`src/rtl/cpu_types_pkg.sv`:
```
// cpu_types_pkg: shared types and sizing for the instruction cache
package cpu_types_pkg;
  localparam int ICACHE_SETS = 16;
  localparam int ICACHE_IDX = $clog2(ICACHE_SETS);
  typedef logic [31:0] word_t;
  typedef enum logic {IDLE, FETCH} icache_state_t;
  typedef struct packed {
    logic [29-ICACHE_IDX:0] tag;
    logic [ICACHE_IDX-1:0]  idx;
    logic [1:0]             bytoff;
  } icachef_t;
endpackage

```
`src/rtl/icache_frames.sv`:
```
// icache_frames: valid/tag/data storage with one async read port, one write port and flush-all
module icache_frames import cpu_types_pkg::*; #(
  parameter int SETS = ICACHE_SETS,
  localparam int IDX = $clog2(SETS),
  localparam int TW = 30 - IDX
) (
  input  logic           CLK,
  input  logic           RST,
  input  logic           flush,
  input  logic           we,
  input  logic [IDX-1:0] widx,
  input  logic [TW-1:0]  wtag,
  input  word_t          wdata,
  input  logic [IDX-1:0] ridx,
  output logic           rvalid,
  output logic [TW-1:0]  rtag,
  output word_t          rdata
);
  logic [SETS-1:0] valid;
  logic [TW-1:0]   tags [SETS];
  word_t           data [SETS];
  // flush beats a coincident fill: the payload lands but stays invalid
  always_ff @(posedge CLK)
    if (RST || flush) valid <= '0;
    else if (we) valid[widx] <= 1'b1;
  always_ff @(posedge CLK)
    if (we) begin
      tags[widx] <= wtag;
      data[widx] <= wdata;
    end
  assign rvalid = valid[ridx];
  assign rtag = tags[ridx];
  assign rdata = data[ridx];
endmodule

```
`src/rtl/icache.sv`:
```
// icache: direct-mapped one-word-per-frame instruction cache with single-word miss fill
// ICACHE_STATS_EN adds saturating hit_count/miss_count outputs.
module icache import cpu_types_pkg::*; #(
  parameter int SETS = ICACHE_SETS,
  localparam int IDX = $clog2(SETS)
) (
  input  logic  CLK,
  input  logic  RST,
  input  logic  imemREN,
  input  word_t imemaddr,
  output logic  ihit,
  output word_t imemload,
  output logic  iREN,
  output word_t iaddr,
  input  logic  iwait,
  input  word_t iload,
  input  logic  flush
`ifdef ICACHE_STATS_EN
  ,
  output word_t hit_count,
  output word_t miss_count
`endif
);
  icache_state_t state, next;
  logic [29:0] miss_addr;
  logic [29-IDX:0] rtag;
  word_t rdata;
  logic rvalid, we, lookup, start, unused_boff;
  icache_frames #(.SETS(SETS)) frames (
    .CLK, .RST, .flush, .we,
    .widx(miss_addr[IDX-1:0]), .wtag(miss_addr[29:IDX]), .wdata(iload),
    .ridx(imemaddr[IDX+1:2]), .rvalid, .rtag, .rdata
  );
  assign unused_boff = ^imemaddr[1:0];
  assign lookup = imemREN && rvalid && rtag == imemaddr[31:IDX+2];
  assign start = state == IDLE && next == FETCH;
  always_comb begin
    ihit = state == IDLE && lookup;
    imemload = ihit ? rdata : '0;
    iREN = state == FETCH;
    iaddr = iREN ? {miss_addr, 2'b00} : '0;
    we = iREN && !iwait;
    next = state == IDLE ? (imemREN && !lookup ? FETCH : IDLE) : (iwait ? FETCH : IDLE);
  end
  always_ff @(posedge CLK) begin
    state <= RST ? IDLE : next;
    if (start) miss_addr <= imemaddr[31:2];
  end
`ifdef ICACHE_STATS_EN
  always_ff @(posedge CLK)
    if (RST) begin
      hit_count <= '0;
      miss_count <= '0;
    end else begin
      if (ihit && ~&hit_count) hit_count <= hit_count + 32'd1;
      if (start && ~&miss_count) miss_count <= miss_count + 32'd1;
    end
`endif
endmodule

```
`config.mk`:
```
export PLATFORM = sky130hd
export DESIGN_NAME = icache
export DESIGN_NICKNAME = d
export VERILOG_FILES = /design/src/rtl/cpu_types_pkg.sv /design/src/rtl/icache_frames.sv /design/src/rtl/icache.sv
export SDC_FILE = /design/constraint.sdc
export NUM_CORES = 1
export LEC_CHECK = 0
export CORE_MARGIN = 1.5
export CORE_UTILIZATION = 55
export DETAILED_ROUTE_END_ITERATION = 8
export PLACE_DENSITY = 0.73
export RECOVER_POWER = 25
export SLEW_MARGIN = 0
export SYNTH_ARGS = -nofsm -noshare
export SYNTH_HDL_FRONTEND = slang
export SYNTH_HIERARCHICAL = 1
export SYNTH_SLANG_ARGS = --single-unit
```
`constraint.sdc`:
```
create_clock -name CLK -period 7.84 [get_ports CLK]
set_clock_uncertainty 0.05 [all_clocks]
set_input_delay 1.176 -clock CLK [delete_from_list [all_inputs] [get_ports CLK]]
set_output_delay 1.176 -clock CLK [all_outputs]
set_load 0.005 [all_outputs]
```
-- Yosys cells after proc, flatten, opt, wreduce, memory -nomap -nowiden
Memories as Yosys holds them, arrays and structs flattened.
Index checks and enable logic that the tools add are counted.
Widths: inputs -> output; s select.
- mux-type cells: 11
- shift operators: 0
- eq/ne operators: 1
- add/subtract/negate cells: 0
- multipliers: 0
- reductions and logical operators: 10
- bitwise logic cells: 2
- magnitude comparators: 3
- divide/modulo/power cells: 0
- operators with widths (cell ; count):
    $mux 32 ; 2
    $eq 26x26->1 ; 1
    $or 16x16->16 ; 1
    $lt 4x5->1 const B ; 2
    $logic_and 1x1->1 ; 7
    $mux 1 ; 7
    $bmux 1 s4 ; 1
    $demux 1 s4 ; 1
    $ge 4x1->1 const B ; 1
    $logic_not 1->1 ; 2
    $logic_or 1x1->1 ; 1
    $not 1->1 ; 1
- flip-flop bits (word level): 47
- memories: 2
- RAM bits: 928
- bits of input ports: 69
- ROM bits: 0
- bits in latches: 0
- logic and storage cells: 32
- memories (memory ; depth ; bits a word ; read ports ; clocked after memory_dff ; wr ports ; RTL line ; RTL):
    frames.data ; 16 ; 32 ; 1 ; 0 ; 1 ; icache_frames.sv:21 ; word_t data [SETS];
    frames.tags ; 16 ; 26 ; 1 ; 0 ; 1 ; icache_frames.sv:20 ; logic [TW-1:0] tags [SETS];

-- Depth between registers and ports, before layout
- depth after elaboration: 9
- depth in mapped cells: 12
- mapped depth without buffers: 7

-- Cells and area by module
The synthesis kept the hierarchy.
- modules (own cells, without submodules) (module ; area an instance (um^2) ; seq. area each (um^2) ; cells each ; instances):
    icache_frames ; 35243.8 ; 28187.0 ; 1481 ; 1
    icache ; 1740.4 ; 920.9 ; 148 ; 1

-- Worst setup path after synthesis
OpenSTA, ideal clock, no wires.
- path kind: input-to-reg
- from: in iwait
- to: mem frames/data[0][0] (netlist name) (enable)
- stages on the path: 3
- required time: 7.242 ns
- arrival: 5.866 ns
- buffers on the path: 0
- setup time: 0.548 ns
- path slack: 1.376 ns
- cell sequence: nor2b_1 > or3b_2 > nor3_1
- word-level cells in the longest chain between the ends: 4
- RTL lines (what ; RTL line ; RTL):
    from (decl) ; icache.sv:15 ; input logic iwait,
    $logic_not 1->1 ; icache.sv:42 ; we = iREN && !iwait;
    $logic_and 1x1->1 ; icache.sv:42 ;
    $mux 1 ; icache_frames.sv:27 ; if (we) begin
    $mux 1 (implied by the code) ; icache_frames.sv:29 ; data[widx] <= wdata;
    to (decl) ; icache_frames.sv:21 ;
Every way passes these cells.

-- Final worst setup path
- from: in imemaddr[5]
- to: out imemload[0]
- RTL lines (what ; RTL line ; RTL):
    from (decl) ; icache.sv:10 ; input word_t imemaddr,
    $mem_v2 16x26 ; - ;
    via rtag[23] ; icache.sv:26 ; logic [29-IDX:0] rtag;
    $eq 26x26->1 ; icache.sv:35 ; assign lookup = imemREN && rvalid && rtag == imemaddr[31:IDX+2];
    $logic_and 1x1->1 ; icache.sv:35 ;
    $logic_and 1x1->1 ; icache.sv:38 ; ihit = state == IDLE && lookup;
    $mux 32 ; icache.sv:39 ; imemload = ihit ? rdata : '0;
    to (decl) ; icache.sv:12 ; output word_t imemload,
The timed path passes the listed nets, and every way through them passes these cells. The select of a mux whose other input is x is not followed.

==> results.toml <==
[routing]
wire_per_inst_um = 29.8
wl_met2_mm = 39.2
via_per_inst = 6.40
routed_wl_mm = 82.3
drt-initial-drc-count = 2109
drc_errors = 0
top_layer = "met5"
num_vias = 17700
first_pass_iters = 5
dr_wl_met3_mm = 7.55
ant_nets = 0
drt-met1-wl_mm = 33.2

[synthesis]
ys_warn_count = 6
synth-main-ff-cell = "edfxtp_1"
syn_avg_cell_area_um2 = 22.7
synth_edf_count = 958
synth_most_common_cell = "edfxtp_1"
ys_ff_latch = 975
syn_area_um2 = 37000
synth_top_area_share = 0.778
yosys-top-cells-count = "edfxtp_1, mux4_2, a22oi_1"
seq_area_frac_synth = 0.787
synth_top_area_cell = "edfxtp_1"
yosys-top-cells-area = "edfxtp_1, mux4_2, a22oi_1, dfxtp_1, nand2_1"
yosysUniqueCellTypes = 32
ys_async_sr_fraction = 0
synth_cells = 1629

[power]
switchingPower_uw = 2160
pwr-share-clk = 0.416
p_sw_frac = 0.201
powerDensity_nw_per_um2 = 252
p_comb_frac = 0.044
irDropWorstVdd_v = 0.000199
seq_power_share = 0.540
leakage_uw = 0.0135
intPower_uw = 8580

[clock_tree]
clock_path_buffers = 3
clk-insertion-delay-late_ps = 650
htree_levels = 3
cts_resized = 0
postCtsSetupRepairBufs = 0
cts.sinks = 975
cts_tree = "yes"
hold_buffers = 0
cts_root_buffer = "clkbuf_16"
cts_buffers = 93
clkTransAtPathRegs_ps = 60

[placement]
numPortBuffers = 130
pre_cts_ws_ps = 1120
gp_congestion = 0.740
hpwl_mm = 42.3

[setup_path]
crit_path_start = "imemaddr[5]"
critPathMaxFanout = 35
end_kind = "output pin"
critPathMaxStageDelay_ps = 970
path_cells = "dlygate4sd3_1 > nor2b_4 > buf_4 > a22oi_1 > nand2_1 > xor2_1 > nor4_1 > and4_2 > and3_2 > clkdlybuf4s50_1"
regToRegStartpoint = "iREN"
cp_data_required_time_ps = 6610
crit_type = "input port to output pin"
cp.arrival_ps = 5560
startpoint_type = "input port"
crit_slowest_cell = "and4_2"

[run_status]
status = "finished clean"

[final_layout]
nNetsFinal = 1889
post_route_cells_drive_above_1_share = 0.245
filler_cell_count = 4234
syn2layout_area_growth_pct = 15.3

[sta]
setup_viol = 0
setup_ws_ps = 1060
max-slew-margin-rel = 0.0297
period_needed_ps = 6780
setup_tns_ps = 0
fmax_mhz = 147
maxSlewViolCount = 0
post-route-period-util = 0.865
rsz0062_at_grt = "false"
worst_pin_slew_ps = 1450
hold_viol_final = 0

[job]
maxCapViolations = 0

[grt]
first_global_vias = 18200
grt_pass1_wl_mm = 121
grt_max_degree = 92
antenna_found_initial = 3
track_usage = 0.244
grt.overflow.total = 0

[min_path]
min_from = "frames/valid[2]"
worst_hold_path_type = "flip-flop to flip-flop"

[die]
die_area_um2 = 68800
die_x_um = 262
ios = 135
fp.dieH_um = 262
rows = 94
coreArea_um2 = 66100
initial_core_util = 0.560
## routing by layer
metal | track usage | vias up
met5 | 0 | -
met4 | 0.0823 | 2
met3 | 0.0481 | 144
met2 | 0.379 | 908
met1 | 0.353 | 9348
li1 | - | 7283
## cells by family (layout without fill, tap and decap cells)
| logic type | after synthesis | count (layout) | synth area share |
|---|---|---|---|
| buffers and inverters | 92 | 360 | 0.0124 |
| flip-flops | 975 | 975 | 0.787 |
| multiplexers | 236 | 236 | 0.144 |
| other | 1 | 4 | 0.000101 |
| AO/OA/AOI/OAI | 137 | 137 | 0.0277 |
| AND/OR/NAND/NOR | 162 | 162 | 0.0229 |
| XOR/XNOR | 26 | 26 | 0.00616 |
## sequential cells by signal, indices dropped and copies added, names as in the netlist
register      cells
frames/data     512
frames/tags     416
frames/valid     16
iREN              1
miss_addr        30
## through the flow
step           area, um2  hold WS [ps]   util  instances  power (uW)
3_3_place_gp       39500           391  0.598       2589        6370
3_5_place_dp       39500           402  0.598       2589        6390
6_report           42600           427  0.645       2764       10700
5_1_grt            42600           436  0.645       2764       11000
2_1_floorplan      37000           385      -       1630        6170
4_1_cts            42600           421  0.645       2762       10800
## critical path: cells and delay by family
kind	cells	cell delay (ps)
xor+xnor	1	120
compound gates	1	130
simple gates	5	2520
buf+inv	3	1590
## power groups by stage
stage | clock network [uW] | registers (uW) | logic [uW]
after global routing | 4730 | 5810 | 500
after floorplan | 0 | 5900 | 272
after detailed placement | 0 | 5910 | 473
final | 4470 | 5800 | 469
after global placement | 0 | 5910 | 466
after CTS | 4530 | 5800 | 476
## worst paths after layout
path / endpoint / cells past startpoint / slack [ps]
worst min register to register: frames/valid[2] / 1 / 430
worst max register to register: frames/data[4][9] / 5 / 4090
worst max-delay path: imemload[0] / 10 / 1060
worst min-delay path: frames/valid[2] / 1 / 430
## final cells by class
class                           count  area, um2  area share
Multi-Input combinational cell    563       7570       0.178
Tap cell                          864       1080      0.0254
Clock inverter                     56        522      0.0122
Antenna cell                        2       5.00    0.000117
Clock buffer                      117       2560      0.0601
Sequential cell                   975      29100       0.683
Timing Repair Buffer              187       1780      0.0417
## cell usage in the layout, fill, tap and decap left out, drive strengths merged, types with 3 or more instances in the layout
cell type | Yosys | routed
dfxtp | 17 | 17
dlygate4sd3 | 0 | 33
nor2 | 14 | 14
inv | 0 | 4
clkinvlp | 0 | 5
bufinv | 0 | 9
nor4 | 4 | 4
clkinv | 0 | 38
nand4 | 3 | 3
clkdlybuf4s50 | 0 | 95
edfxtp | 958 | 958
nor2b | 3 | 3
nand2 | 61 | 61
and2 | 32 | 32
and3 | 32 | 32
nand2b | 3 | 3
a22oi | 118 | 118
xnor2 | 15 | 15
clkbuf | 45 | 117
xor2 | 11 | 11
o21a | 16 | 16
nor3 | 4 | 4
buf | 47 | 59
mux4 | 236 | 236
Note: power is estimated with default switching activity, not from simulation.
